$ cat src/rtl/spi_flash_pkg.sv
// Shared types and constants for the SPI NOR program-memory fetcher.
package spi_flash_pkg;

    typedef enum logic [2:0] {
        CS_GAP,
        CMD,
        ADDR,
        DATA,
        HOLD
    } fetch_state_e;

    localparam logic [7:0] SPI_READ_CMD    = 8'h03;
    localparam int         FLASH_ADDR_BITS = 24;

endpackage

$ cat src/rtl/spi_shift_engine.sv
// SPI mode-0 bit engine: SCK divider, MSB-first TX of up to 24 bits, 8-bit RX.
// tx_word is MSB-aligned; done is asserted in the cycle whose edge ends the last high phase.
module spi_shift_engine #(
    parameter int CLK_DIV = 2
) (
    input  logic        clk,
    input  logic        arst_n,
    input  logic        start,
    input  logic [4:0]  len,
    input  logic [23:0] tx_word,
    input  logic        spi_miso,
    output logic        spi_sck,
    output logic        spi_mosi,
    output logic        done,
    output logic [7:0]  rx_byte
);

    localparam int               DIV_W    = (CLK_DIV > 1) ? $clog2(CLK_DIV) : 1;
    localparam logic [DIV_W-1:0] DIV_LAST = DIV_W'(CLK_DIV - 1);

    logic             busy_q, busy_d;
    logic             sck_q, sck_d;
    logic             mosi_q, mosi_d;
    logic [23:0]      tx_q, tx_d;
    logic [7:0]       rx_q, rx_d;
    logic [DIV_W-1:0] div_q, div_d;
    logic [4:0]       bits_q, bits_d;

    // done depends only on flops so the owner may restart in the same cycle
    assign done     = busy_q && sck_q && (div_q == DIV_LAST) && (bits_q == 5'd1);
    assign spi_sck  = sck_q;
    assign spi_mosi = mosi_q;
    assign rx_byte  = rx_q;

    always_comb begin
        busy_d = busy_q;
        sck_d  = sck_q;
        mosi_d = mosi_q;
        tx_d   = tx_q;
        rx_d   = rx_q;
        div_d  = div_q;
        bits_d = bits_q;
        if (start) begin
            busy_d = 1'b1;
            sck_d  = 1'b0;
            div_d  = '0;
            bits_d = len;
            tx_d   = tx_word;
            mosi_d = tx_word[23];
        end else if (busy_q) begin
            if (div_q != DIV_LAST) begin
                div_d = div_q + DIV_W'(1);
            end else begin
                div_d = '0;
                if (!sck_q) begin
                    sck_d = 1'b1;
                    rx_d  = {rx_q[6:0], spi_miso};
                end else begin
                    sck_d = 1'b0;
                    if (bits_q == 5'd1) begin
                        busy_d = 1'b0;
                    end else begin
                        bits_d = bits_q - 5'd1;
                        tx_d   = {tx_q[22:0], 1'b0};
                        mosi_d = tx_q[22];
                    end
                end
            end
        end
    end

    always_ff @(posedge clk or negedge arst_n) begin
        if (!arst_n) begin
            busy_q <= 1'b0;
            sck_q  <= 1'b0;
            mosi_q <= 1'b0;
            tx_q   <= '0;
            rx_q   <= '0;
            div_q  <= '0;
            bits_q <= '0;
        end else begin
            busy_q <= busy_d;
            sck_q  <= sck_d;
            mosi_q <= mosi_d;
            tx_q   <= tx_d;
            rx_q   <= rx_d;
            div_q  <= div_d;
            bits_q <= bits_d;
        end
    end

endmodule

$ cat src/rtl/spi_flash_fetch.sv
// Fetches program bytes from SPI NOR flash (READ 0x03) for the core's PC,
// streaming sequential addresses without re-issuing the command.
module spi_flash_fetch
    import spi_flash_pkg::*;
#(
    parameter int ADDR_WIDTH  = 12,
    parameter int CLK_DIV     = 2,
    parameter int CS_MIN_HIGH = 4
) (
    input  logic                  clk,
    input  logic                  arst_n,
    input  logic [ADDR_WIDTH-1:0] pc_addr,
    output logic [7:0]            flash_data,
    output logic                  flash_ready,
    output logic                  spi_cs_n,
    output logic                  spi_sck,
    output logic                  spi_mosi,
    input  logic                  spi_miso
);

    localparam int             GAP_W    = (CS_MIN_HIGH > 1) ? $clog2(CS_MIN_HIGH) : 1;
    localparam logic [GAP_W-1:0] GAP_LAST = GAP_W'(CS_MIN_HIGH - 1);

    fetch_state_e           state_q, state_d;
    logic [GAP_W-1:0]       gap_q, gap_d;
    logic [ADDR_WIDTH-1:0]  lat_q, lat_d;
    logic                   valid_q, valid_d;
    logic [7:0]             data_q, data_d;
    logic                   cs_n_q, cs_n_d;

    logic                   eng_start;
    logic [4:0]             eng_len;
    logic [23:0]            eng_tx;
    logic                   eng_done;
    logic [7:0]             eng_rx;
    logic [ADDR_WIDTH-1:0]  lat_inc;
    logic                   is_seq;
    logic                   redirect;

    assign lat_inc     = lat_q + ADDR_WIDTH'(1);
    assign is_seq      = (pc_addr == lat_inc) && (lat_q != '1);
    assign flash_ready = valid_q && (pc_addr == lat_q);
    assign flash_data  = data_q;
    assign spi_cs_n    = cs_n_q;

    spi_shift_engine #(
        .CLK_DIV (CLK_DIV)
    ) u_engine (
        .clk      (clk),
        .arst_n   (arst_n),
        .start    (eng_start),
        .len      (eng_len),
        .tx_word  (eng_tx),
        .spi_miso (spi_miso),
        .spi_sck  (spi_sck),
        .spi_mosi (spi_mosi),
        .done     (eng_done),
        .rx_byte  (eng_rx)
    );

    always_comb begin
        state_d   = state_q;
        gap_d     = gap_q;
        lat_d     = lat_q;
        valid_d   = valid_q;
        data_d    = data_q;
        cs_n_d    = cs_n_q;
        eng_start = 1'b0;
        eng_len   = 5'd8;
        eng_tx    = '0;
        redirect  = 1'b0;
        case (state_q)
            CS_GAP: begin
                cs_n_d = 1'b1;
                if (gap_q == GAP_LAST) begin
                    gap_d     = '0;
                    lat_d     = pc_addr;
                    cs_n_d    = 1'b0;
                    eng_start = 1'b1;
                    eng_tx    = {SPI_READ_CMD, 16'h0000};
                    state_d   = CMD;
                end else begin
                    gap_d = gap_q + GAP_W'(1);
                end
            end
            CMD: begin
                if (eng_done) begin
                    eng_start = 1'b1;
                    eng_len   = 5'd24;
                    eng_tx    = FLASH_ADDR_BITS'(lat_q);
                    state_d   = ADDR;
                end
            end
            ADDR: begin
                if (eng_done) begin
                    eng_start = 1'b1;
                    state_d   = DATA;
                end
            end
            DATA: begin
                if (eng_done) begin
                    data_d = eng_rx;
                    if (pc_addr == lat_q) begin
                        valid_d = 1'b1;
                        state_d = HOLD;
                    end else begin
                        redirect = 1'b1;
                    end
                end
            end
            HOLD: begin
                if (pc_addr != lat_q) begin
                    redirect = 1'b1;
                end
            end
            default: begin
                state_d = CS_GAP;
                cs_n_d  = 1'b1;
                gap_d   = '0;
            end
        endcase

        // The PC moved away from the latched address: continue the stream or restart
        if (redirect) begin
            valid_d = 1'b0;
            if (is_seq) begin
                lat_d     = pc_addr;
                eng_start = 1'b1;
                eng_len   = 5'd8;
                eng_tx    = '0;
                state_d   = DATA;
            end else begin
                cs_n_d  = 1'b1;
                gap_d   = '0;
                state_d = CS_GAP;
            end
        end
    end

    always_ff @(posedge clk or negedge arst_n) begin
        if (!arst_n) begin
            state_q <= CS_GAP;
            gap_q   <= '0;
            lat_q   <= '0;
            valid_q <= 1'b0;
            data_q  <= 8'h00;
            cs_n_q  <= 1'b1;
        end else begin
            state_q <= state_d;
            gap_q   <= gap_d;
            lat_q   <= lat_d;
            valid_q <= valid_d;
            data_q  <= data_d;
            cs_n_q  <= cs_n_d;
        end
    end

endmodule

$ cat config.mk
export PLATFORM = sky130hd
export DESIGN_NAME = spi_flash_fetch
export DESIGN_NICKNAME = d
export VERILOG_FILES = /design/src/rtl/spi_flash_pkg.sv /design/src/rtl/spi_shift_engine.sv /design/src/rtl/spi_flash_fetch.sv
export SDC_FILE = /design/constraint.sdc
export NUM_CORES = 1
export LEC_CHECK = 0
export CORE_MARGIN = 2
export CORE_UTILIZATION = 50
export DETAILED_ROUTE_END_ITERATION = 10
export GPL_TIMING_DRIVEN = 0
export HOLD_SLACK_MARGIN = 0.08
export PLACE_DENSITY = 0.7
export SYNTH_ARGS = -nofsm -noshare
export SYNTH_HDL_FRONTEND = slang
export SYNTH_SLANG_ARGS = --single-unit
$ cat constraint.sdc
create_clock -name clk -period 7.4 [get_ports clk]
set_input_delay 1.48 -clock clk [delete_from_list [all_inputs] [get_ports clk]]
set_output_delay 1.48 -clock clk [all_outputs]
set_load 0.05 [all_outputs]
==> summary.md <==
| Metric | Value |
|---|---|
| Status | finished clean |
| CTS tree | done |
| Top post-synthesis cells by area | dfrtp_1, nand2_1, mux2_2 |
| Reg2reg path depth | 11 |
| Clock power frac | 21.6% |
| Post-layout min period | 5.50 ns |
| Clock sinks | 67 |
| Worst-Skew Late Latency | 0.33 ns |
| P per Cell Area | 341 nW/um^2 |
| Most common flop cell mapped by yosys | dfrtp_1 |
| Post-synthesis sequential area ratio | 48.2% |
| Skew final | 0.00789 ns |
| Gp weighted congestion | 0.895 |
| Final nets | 398 |
| Worst setup SP type | primary input |
| Cts hold-fix bufs | 0 |
| Die width | 87.5 um |
| Residual DRC count | 0 |
| Endpoints failing setup | 0 |
| Final period util | 74.4% |
| Setup crit end kind | primary output |
| Combinational power share | 36.3% |
| Clk buf depth | 2 |
| Vias | 2587 |
| Arr. time, crit path | 4.02 ns |
| Total grt overflow | 0 |
| Yosys cell types | 52 |
| Sequential Power Share | 42.1% |
| Post-synth ARST share | 100% |
| Syn Inst Count | 342 |
| Initial Utilization | 51.6% |
| Final Hold Fails | 0 |
| Critical path class | in2out |
| Total GRT Usage | 20.4% |
| Syn avg cell area | 10.2 um^2 |
| First-pass GRT wire length | 12200 um |
| CTS H-tree lvls | 3 |
| # Max-Cap Violations | 0 |
| Fraction of power spent switching nets | 34.9% |
| Vias in the first global route | 2580 |
| DR vias/cell | 5.58 |
| Root Driver | clkbuf_8 |
| Headroom to the max-slew limit | 27.4% |
| # IOs | 27 |
| Port Buf Inserts | 26 |
| Worst Hold Depth | 1 |
| Dominant cell type by area after synthesis | dfrtp_1 |
| Static Leak | 1.73 nW |
| Setup Fix Bufs, Post-CTS | 0 |
| Pre-antenna DRT Iters | 4 |
| First DRT Iteration DRCs | 162 |
| CTS clk-pin slew, worst paths | 0.07 ns |
| Fillers | 565 |
| Fmax | 182 MHz |
| Synth Register Bits | 67 |
| Syn nets | 361 |
| Chip height | 87.5 um |
| # diodes | 0 |
| EDFF count, synth | 0 |
| Syn. warnings | 0 |
| Synth Cell Area | 3480 um^2 |
| Max-slew violation count | 0 |
| Worst Path Max Fanout | 3 |
| Detailed Route WL | 6990 um |
| Worst Path Required | 5.92 ns |
| Switching pwr | 0.000479 W |
| Tightest Pin Transition | 1.09 ns |
| Layout area overhead | 15.9% |
| Setup tns final | 0 ns |
| Core area | 6760 um^2 |
| Commonest cells after routing, fill and taps aside | dfrtp_1, nand2_1, clkdlybuf4s50_1, nor2_1 |
| Inserted Clock Buffers | 9 |
| Layout cells sized above 1 | 15.9% |
| Post-Route Utilization | 59.7% |
| Largest net degree at the start of global routing | 68 |
| CTS-repair resized insts | 0 |
| Row count | 30 |
| Die area | 7650 um^2 |
| Maximum VDD drop | 0.000165 V |
| Worst Hold Class | reg2reg |
| Post-DR wirelength/cell | 15.1 um |
| DP HPWL | 4850 um |
| Antenna violations before repair | 0 |
| Int Pwr | 0.000896 W |
| RSZ-0062 raised after global routing | no |
| Commonest non-fill, non-tap cell in the layout | dfrtp_1 |
| Top cell type's share of synthesized area | 47.4% |
| Post-route ant nets | 0 |
## metal layers
metal,track usage (%),vias to the layer above,wire length [um]
met5,0,-,0
met4,5.03,0,30
met3,4.83,2,273
met2,31.7,44,3390
met1,29.0,1264,3300
li1,-,1277,-
## cell families after synthesis
logic type                 Yosys count  share of synthesized area [%]
adders and majority gates            4                           1.44
AOI/OAI and AO/OA                   68                           12.9
muxes                               29                           10.2
DFF                                 67                           48.2
xor gates and xnor gates            23                           5.78
buffers and inverters               20                           2.66
and+or+nand+nor                    131                           18.9
## synth_stat cells (all sizes together), types with 2 or more instances
master / count
inv: 4
o21a: 2
and2: 2
clkbuf: 11
buf: 5
a21o: 4
nor3: 6
nand2b: 3
mux2: 27
nand3b: 2
a2bb2oi: 11
a21oi: 20
xnor2: 18
nor4b: 2
dfrtp: 66
a31oi: 3
nand4: 7
nor2: 21
xor2: 5
a211oi: 2
or2: 4
nand3: 9
nor4: 5
o21ai: 17
ha: 4
mux2i: 2
nor3b: 4
or3b: 4
nand2: 58
## power groups by stage
| stage | Clock (W) | Sequential [W] | Combinational [W] |
|---|---|---|---|
| 5_1_grt | 0.000324 | 0.000596 | 0.000562 |
| 3_3_place_gp | 0 | 0.000580 | 0.000487 |
| 3_5_place_dp | 0 | 0.000584 | 0.000502 |
| 4_1_cts | 0.000306 | 0.000579 | 0.000503 |
| 2_1_floorplan | 0 | 0.000591 | 0.000371 |
| 6_report | 0.000297 | 0.000579 | 0.000499 |
## through the flow
step                      hold WS [ns]  power (W)  instance area [um^2]  std cells  setup slack (ns)
after floorplan                  0.475   0.000962                  3480        342              3.25
after global placement           0.490    0.00107                  3840        448              1.96
after detailed placement         0.493    0.00109                  3840        448              1.97
after CTS                        0.511    0.00139                  4040        464              1.93
after global routing             0.520    0.00148                  4040        464              1.82
final                            0.507    0.00138                  4040        464              1.90
## cell type report
type | count | area, um^2 | share of cell area [%]
well taps | 80 | 100 | 2.48
multi-input cells | 255 | 1710 | 42.4
plain buffers | 16 | 77.6 | 1.92
inverters | 4 | 15.0 | 0.372
clock buffers | 12 | 145 | 3.60
flip-flops and latches | 67 | 1680 | 41.6
clock inverters | 4 | 50.0 | 1.24
repair buffers | 26 | 258 | 6.39
## path summary, 6_finish.rpt
path                                    end  slack, ns                 from
hold / removal                flash_data[7]       0.51  u_engine.rx_byte[7]
max in group asynchronous  u_engine.tx_q[6]       5.60               arst_n
min in group asynchronous          gap_q[1]       1.25               arst_n
setup / recovery                flash_ready       1.90           pc_addr[8]
hold reg to reg               flash_data[7]       0.51  u_engine.rx_byte[7]
setup reg to reg                   lat_q[5]       4.45   u_engine.bits_q[1]
## sequential cells by signal, summed over array words and instances (netlist names)
register           count
u_engine.tx_q         23
lat_q                 12
flash_data             8
u_engine.rx_byte       8
u_engine.bits_q        5
state_q                3
gap_q                  2
spi_cs_n               1
u_engine.busy_q        1
u_engine.div_q         1
u_engine.spi_mosi      1
u_engine.spi_sck       1
valid_q                1
## critical path: stages
cell	delay, ns
clkdlybuf4s50_1	0.47
xnor2_1	0.29
nand4_1	0.13
nor4_1	0.64
and2_1	0.22
clkdlybuf4s50_1	0.80
Power figures use the tool's default switching activity.
